`src/rtl/esc_pkg.sv`:
```
// Shared types and default constants for the ESC supervisory logic.
package esc_pkg;

    localparam int ESC_DW = 16;

    localparam logic [ESC_DW-1:0] ESC_START_PERIOD = 16'hC000;
    localparam logic [ESC_DW-1:0] ESC_MIN_PERIOD   = 16'd400;

    typedef enum logic [2:0] {
        ST_IDLE  = 3'd0,
        ST_ALIGN = 3'd1,
        ST_RAMP  = 3'd2,
        ST_RUN   = 3'd3,
        ST_STOP  = 3'd4,
        ST_FAULT = 3'd5
    } esc_state_e;

    // External PID gain triple, packed in {Kp,Ki,Kd} order to match the gain buses.
    typedef struct packed {
        logic [ESC_DW-1:0] kp;
        logic [ESC_DW-1:0] ki;
        logic [ESC_DW-1:0] kd;
    } esc_gains_t;

endpackage

```
`src/rtl/esc_slew_limiter.sv`:
```
// Rate-limited stepper: moves ref toward goal by at most step_size once per
// RAMP_INTERVAL cycles while run_i is high; load_i parks ref at load_val_i.
module esc_slew_limiter #(
    parameter int DW            = 16,
    parameter int RAMP_INTERVAL = 1000
) (
    input  logic          clk,
    input  logic          reset,
    input  logic          load_i,
    input  logic [DW-1:0] load_val_i,
    input  logic          run_i,
    input  logic [DW-1:0] goal_i,
    input  logic [DW-1:0] step_size_i,
    output logic [DW-1:0] ref_o,
    output logic [DW-1:0] ref_next_o
);

    localparam logic [DW-1:0] CNT_LAST = DW'(RAMP_INTERVAL - 1);

    logic [DW-1:0] ref_q, ref_d, cnt_q, cnt_d;
    logic [DW:0]   ref_x, goal_x, stp_x, diff_x, amt_x, stepped_x;
    logic          stepped_unused;

    // One extra bit of headroom so the step can never wrap ref.
    always_comb begin
        ref_x     = {1'b0, ref_q};
        goal_x    = {1'b0, goal_i};
        stp_x     = (step_size_i == '0) ? (DW+1)'(1) : {1'b0, step_size_i};
        diff_x    = (ref_x > goal_x) ? (ref_x - goal_x) : (goal_x - ref_x);
        amt_x     = (stp_x < diff_x) ? stp_x : diff_x;
        stepped_x = (ref_x > goal_x) ? (ref_x - amt_x) : (ref_x + amt_x);

        ref_d = ref_q;
        cnt_d = '0;
        if (load_i) begin
            ref_d = load_val_i;
        end else if (run_i) begin
            if (cnt_q == CNT_LAST) ref_d = stepped_x[DW-1:0];
            else                   cnt_d = cnt_q + 1'b1;
        end
    end

    assign stepped_unused = stepped_x[DW];
    assign ref_o          = ref_q;
    assign ref_next_o     = ref_d;

    // Reference and interval counter registers; counter idles at 0 when not running.
    always_ff @(posedge clk or posedge reset) begin
        if (reset) begin
            ref_q <= '0;
            cnt_q <= '0;
        end else begin
            ref_q <= ref_d;
            cnt_q <= cnt_d;
        end
    end

endmodule

```
`src/rtl/esc_ramp_sequencer.sv`:
```
// BLDC ESC supervisor: arm/disarm, align-then-ramp soft start, bounded-rate
// period slewing, gain scheduling and stall fault latch. All outputs registered.
module esc_ramp_sequencer
    import esc_pkg::*;
#(
    parameter int                    DATA_WIDTH    = ESC_DW,
    parameter logic [DATA_WIDTH-1:0] START_PERIOD  = ESC_START_PERIOD,
    parameter logic [DATA_WIDTH-1:0] MIN_PERIOD    = ESC_MIN_PERIOD,
    parameter int                    ALIGN_CYCLES  = 50000,
    parameter int                    RAMP_INTERVAL = 1000,
    parameter logic [23:0]           STALL_CYCLES  = 24'd2000000
) (
    input  logic                    clk,
    input  logic                    reset,
    input  logic                    arm,
    input  logic                    fault_clear,
    input  logic                    target_valid,
    output logic                    target_ready,
    input  logic [DATA_WIDTH-1:0]   target_period,
    input  logic [DATA_WIDTH-1:0]   step_size,
    input  logic [3*DATA_WIDTH-1:0] gains_ramp,
    input  logic [3*DATA_WIDTH-1:0] gains_run,
    input  logic                    enc_edge,
    output logic                    pwm_en,
    output logic [DATA_WIDTH-1:0]   period_reference,
    output logic                    override_internal_pid,
    output logic [DATA_WIDTH-1:0]   Kp_ext,
    output logic [DATA_WIDTH-1:0]   Ki_ext,
    output logic [DATA_WIDTH-1:0]   Kd_ext,
    output logic [2:0]              state,
    output logic                    fault
);

    localparam logic [DATA_WIDTH-1:0] ALIGN_LAST = DATA_WIDTH'(ALIGN_CYCLES - 1);
    localparam logic [23:0]           STALL_LAST = STALL_CYCLES - 24'd1;

    esc_state_e            state_q, state_d;
    logic [DATA_WIDTH-1:0] tgt_q, tgt_d, tgt_clamped, align_q, align_d;
    logic [23:0]           stall_q, stall_d;
    logic                  in_motion, stall_hit, accept;
    logic                  slew_load, slew_run;
    logic [DATA_WIDTH-1:0] slew_goal, slew_ref, slew_next;

    logic                  pwm_en_q, pwm_en_d, override_q, override_d;
    logic                  fault_q, fault_d, ready_q, ready_d;
    logic [DATA_WIDTH-1:0] period_ref_q, period_ref_d;
    esc_gains_t            gains_q, gains_d;

    // Handshake, stall detect and slew control. The step always aims at the
    // target held at the start of the cycle; a same-cycle new target only
    // changes where the FSM decides the ramp has finished.
    always_comb begin
        in_motion   = (state_q == ST_RAMP) || (state_q == ST_RUN) || (state_q == ST_STOP);
        stall_hit   = in_motion && !enc_edge && (stall_q == STALL_LAST);
        accept      = target_valid && ready_q;
        tgt_clamped = (target_period < MIN_PERIOD)   ? MIN_PERIOD   :
                      (target_period > START_PERIOD) ? START_PERIOD : target_period;
        tgt_d       = accept ? tgt_clamped : tgt_q;
        slew_load   = !in_motion;
        slew_run    = !stall_hit && (((state_q == ST_RAMP) && arm) ||
                                     ((state_q == ST_STOP) && !arm));
        slew_goal   = (state_q == ST_STOP) ? START_PERIOD : tgt_q;
    end

    esc_slew_limiter #(
        .DW            (DATA_WIDTH),
        .RAMP_INTERVAL (RAMP_INTERVAL)
    ) u_slew (
        .clk         (clk),
        .reset       (reset),
        .load_i      (slew_load),
        .load_val_i  (START_PERIOD),
        .run_i       (slew_run),
        .goal_i      (slew_goal),
        .step_size_i (step_size),
        .ref_o       (slew_ref),
        .ref_next_o  (slew_next)
    );

    // Next-state logic: stall > disarm > target update > ramp completion.
    always_comb begin
        state_d = state_q;
        case (state_q)
            ST_IDLE:  if (arm) state_d = ST_ALIGN;
            ST_ALIGN: begin
                if (!arm)                       state_d = ST_IDLE;
                else if (align_q == ALIGN_LAST) state_d = ST_RAMP;
            end
            ST_RAMP: begin
                if (stall_hit)               state_d = ST_FAULT;
                else if (!arm)               state_d = ST_STOP;
                else if (slew_next == tgt_d) state_d = ST_RUN;
            end
            ST_RUN: begin
                if (stall_hit)              state_d = ST_FAULT;
                else if (!arm)              state_d = ST_STOP;
                else if (slew_ref != tgt_d) state_d = ST_RAMP;
            end
            ST_STOP: begin
                if (stall_hit)                      state_d = ST_FAULT;
                else if (arm)                       state_d = ST_RAMP;
                else if (slew_next == START_PERIOD) state_d = ST_IDLE;
            end
            ST_FAULT: if (fault_clear && !arm) state_d = ST_IDLE;
            default:  state_d = ST_IDLE;
        endcase
    end

    // Dwell/stall counters and output values derived from the next state.
    always_comb begin
        align_d = ((state_q == ST_ALIGN) && (state_d == ST_ALIGN)) ? align_q + 1'b1 : '0;
        if ((state_d != state_q) || enc_edge ||
            !((state_d == ST_RAMP) || (state_d == ST_RUN) || (state_d == ST_STOP)))
            stall_d = '0;
        else
            stall_d = stall_q + 24'd1;

        pwm_en_d     = 1'b0;
        override_d   = 1'b0;
        period_ref_d = '0;
        gains_d      = '0;
        fault_d      = 1'b0;
        ready_d      = 1'b1;
        case (state_d)
            ST_ALIGN: begin
                pwm_en_d     = 1'b1;
                override_d   = 1'b1;
                period_ref_d = START_PERIOD;
                gains_d      = esc_gains_t'(gains_ramp);
            end
            ST_RAMP, ST_STOP: begin
                pwm_en_d     = 1'b1;
                override_d   = 1'b1;
                period_ref_d = slew_next;
                gains_d      = esc_gains_t'(gains_ramp);
            end
            ST_RUN: begin
                pwm_en_d     = 1'b1;
                override_d   = 1'b1;
                period_ref_d = slew_next;
                gains_d      = esc_gains_t'(gains_run);
            end
            ST_FAULT: begin
                fault_d = 1'b1;
                ready_d = 1'b0;
            end
            default: ;
        endcase
    end

    // State, target, counters and registered outputs.
    always_ff @(posedge clk or posedge reset) begin
        if (reset) begin
            state_q      <= ST_IDLE;
            tgt_q        <= START_PERIOD;
            align_q      <= '0;
            stall_q      <= '0;
            pwm_en_q     <= 1'b0;
            override_q   <= 1'b0;
            period_ref_q <= '0;
            gains_q      <= '0;
            fault_q      <= 1'b0;
            ready_q      <= 1'b1;
        end else begin
            state_q      <= state_d;
            tgt_q        <= tgt_d;
            align_q      <= align_d;
            stall_q      <= stall_d;
            pwm_en_q     <= pwm_en_d;
            override_q   <= override_d;
            period_ref_q <= period_ref_d;
            gains_q      <= gains_d;
            fault_q      <= fault_d;
            ready_q      <= ready_d;
        end
    end

    assign state                 = state_q;
    assign target_ready          = ready_q;
    assign pwm_en                = pwm_en_q;
    assign override_internal_pid = override_q;
    assign period_reference      = period_ref_q;
    assign Kp_ext                = gains_q.kp;
    assign Ki_ext                = gains_q.ki;
    assign Kd_ext                = gains_q.kd;
    assign fault                 = fault_q;

endmodule
```
`config.mk`:
```
export PLATFORM = sky130hd
export DESIGN_NAME = esc_ramp_sequencer
export DESIGN_NICKNAME = d
export VERILOG_FILES = /design/src/rtl/esc_pkg.sv /design/src/rtl/esc_slew_limiter.sv /design/src/rtl/esc_ramp_sequencer.sv
export SDC_FILE = /design/constraint.sdc
export NUM_CORES = 1
export LEC_CHECK = 0
export ABC_AREA = 1
export BUFFER_PORTS_ARGS = -buffer_cell sky130_fd_sc_hd__clkbuf_2
export CAP_MARGIN = 20
export CORE_MARGIN = 3
export CORE_UTILIZATION = 50
export DETAILED_ROUTE_END_ITERATION = 16
export HOLD_SLACK_MARGIN = 0.03
export PLACE_DENSITY = 0.73
export SYNTH_ARGS = -nofsm -noshare
export SYNTH_HDL_FRONTEND = slang
export SYNTH_HIERARCHICAL = 1
export SYNTH_SLANG_ARGS = --single-unit
```
`constraint.sdc`:
```
create_clock -name clk -period 10.27 [get_ports clk]
set_input_delay 0.5135 -clock clk [delete_from_list [all_inputs] [get_ports clk]]
set_output_delay 0.5135 -clock clk [all_outputs]
set_load 0.01 [all_outputs]
```
==> run summary <==
Nets: 2020
post-synthesis sequential area ratio: 34.3%
Setup TNS Final: 0 ps
RSZ-0062 raised after global routing: false
final setup fails: 0
Congestion Overflow GR: 0
CP max stage cell: dfrtp_2
largest family of logic cells by synthesized area: simple AND/OR/NAND/NOR gates
Sw Share: 50.1%
drt drc: 0
pre-CTS WS: 426 ps
crit path DAT: 9470 ps
Synth top cells by count: 439 x nand2_1, 207 x inv_1, 155 x dfrtp_1
wire length per cell: 15.4 microns
initial core utilization: 51.9%
syn avg cell area: 7.10 sq um
cell type with the highest aggregate area in the netlist: dfrtp_1
Tcrit/Tclk final: 89.2%
worst skew pair latency: 430 ps
crit start category: register
clock buffer depth: 2
fin crit period: 9170 ps
Synth Area in Simple Gates: 34.2%
adder-cell share of the synthesized area: 7.78%
Pre-antenna DRT Iters: 5
Core ar.: 0.0222 sq mm
setup slack after layout: 1100 ps
multiplexer area fraction after synthesis: 0.260%
Seq cells post-synth: 158
# rows: 54
status: completed
Die Y: 158 microns
Max VDD drop: 131 uV
gpl congestion: 0.962
detailed-route via count: 11195
synthesis-to-layout area growth: 16.2%
Sink Count: 158
first-pass GRT wire length: 53400 microns
EDFF count, synth: 0
H-Tree Depth: 4
1st-iter DRT viols: 731
Post-Synthesis Cells: 1626
Cell Area, Synth: 0.0115 sq mm
Synth Area in XOR/XNOR: 5.01%
CP peak stage delay: 460 ps
IO Port Bufs: 204
GRT Resource Usage Total: 26.5%
detailed placement HPWL: 26000 microns
total of warnings raised by yosys: 6
Final Hold Fails: 0
LEAKAGE: 7.17 nW
fmax: 0.109 GHz
chip width: 158 microns
HP Class: input port to asynchronous set/reset pin
top-count cell post-synth: nand2_1
Gate power share: 61.9%
internal power: 1.81 mW
skew final: 11.5 ps
TritonCTS clock tree: done
Worst Setup Path Type: register to register
complex-gate fraction of the synthesized area: 8.53%
largest net degree at the start of global routing: 70
placed cell area: 0.0127 sq mm
layout cell share with drive strength beyond 1: 17.9%
NetSw: 1.82 mW
Pwr Density: 271 mW/mm^2
clk slew on worst S/H paths: 70 ps
max-cap viol count: 0
num ports: 205
number of global-route vias before repair: 10831
share of the synthesized area in the top cell type: 33.6%
Hold WS: 184 ps
clock power share: 17.2%
WP data required: 10570 ps
final std cell area, no fill: 0.0134 sq mm
routed vias/inst: 5.31
Root Buffer Master: clkbuf_16
Routed Antenna Nets: 0
Max-slew headroom: 37.9%
Worst setup EP type: register
total wire length: 32600 microns
Synth async-reset ratio: 100%
n_diodes: 0
total power: 3.63 mW
Sequential Power Share: 21.0%
ys flop type: dfrtp_1
Slew Viols, Final: 0
slew of the pin with the lowest slew margin: 932 ps
Netlist cell types: 59
synth top area cells: dfrtp_1 34%, nand2_1 14%, ha_1 7.3%
Critical Path Fanout Max: 48
antenna violations before repair: 0
total CTS buffers: 17
DIE AREA: 0.0249 sq mm
cells in the final DEF, fill, tap and decap left out, drive strengths merged, types with 4 or more instances in the layout:
master	n
nand2	467
inv	224
clkbuf	221
dfrtp	155
nor2	147
nand3	140
o21ai	81
ha	67
a21oi	65
nor3	60
xor2	53
nand4	33
conb	16
nor4	16
xnor2	13
buf	11
nand3b	7
clkinv	5
nor3b	4
o21bai	4
a31oi	4
sequential cells by signal, summed over array words and instances, names as in the netlist, 3 cells and up:
signal,count
stall_q,24
Kd_ext,16
Ki_ext,16
Kp_ext,16
align_q,16
period_reference,16
tgt_q,16
u_slew/cnt_q,16
u_slew/ref_o,16
state,3
per-layer routing:
metal  GRT usage (%)  vias up  part of all wire, %
met5               0        -                    0
met4            7.05        0                  2.0
met3            4.87       44                  6.5
met2            45.0      405                   48
met1            35.1     5143                   43
li1                -     5603                    -
path summary, 6_finish.rpt:
check                                           from                       endpoint  slack [ps]  cells past startpoint
worst max-delay path              state[0]$_DFF_PP0_            Kp_ext[8]$_DFF_PP0_        1100                     60
worst min-delay path                           reset  period_reference[2]$_DFF_PP0_         180                      2
worst max register to register    state[0]$_DFF_PP0_            Kp_ext[8]$_DFF_PP0_        1100                     60
worst min register to register  stall_q[0]$_DFF_PP0_           stall_q[0]$_DFF_PP0_         470                      1
max in group asynchronous                      reset             state[0]$_DFF_PP0_        8640                      3
min in group clk                      gains_ramp[19]            Ki_ext[3]$_DFF_PP0_         280                      3
repair_timing:
action / in CTS / in global routing
endpoints found under the setup margin: 0 / 93
setup buffers: 0 / 1
endpoints found under the hold margin: 0 / 0
hold buffers: 0 / 0
resized for setup: 0 / 23
through the flow:
stage	utilization [%]	cells
5_1_grt	60.3	2109
3_5_place_dp	57.2	2076
2_1_floorplan	-	1640
4_1_cts	59.9	2108
3_3_place_gp	57.2	2076
6_report	60.3	2109
cell type report:
class / instances / area (sq um)
fillers: 2063 / 8820
multi-input cells: 1208 / 6560
flip-flops and latches: 158 / 3960
repair buffers: 215 / 1120
inverters: 216 / 827
clock buffers: 17 / 425
well taps: 280 / 350
clock inverters: 15 / 163
power groups by stage:
stage / Combinational (mW) / Sequential, mW / Clock, mW
5_1_grt: 2.52 / 0.771 / 0.665
6_report: 2.25 / 0.761 / 0.623
2_1_floorplan: 1.66 / 0.778 / 0
3_3_place_gp: 2.14 / 0.768 / 0
3_5_place_dp: 2.18 / 0.772 / 0
4_1_cts: 2.19 / 0.761 / 0.638
kinds of logic (layout without fill, tap and decap cells):
group | after synthesis | after routing
mux | 3 | 3
other cells | 2 | 16
compound gates | 176 | 176
xor+xnor | 66 | 66
flops | 158 | 158
fa+ha+maj | 70 | 70
simple gates | 877 | 877
buf+inv | 274 | 463
worst max-delay path, delay by kind of cell, from the launching register on:
family / cells / cell delay (ps)
multiplexers: 1 / 280
adder cells (fa/ha/maj): 3 / 1140
buffers and inverters: 9 / 980
AO/OA/AOI/OAI: 16 / 2380
AND/OR/NAND/NOR: 29 / 3400
XOR/XNOR: 2 / 350
flip-flops: 1 / 460
Power figures use the tool's default switching activity.
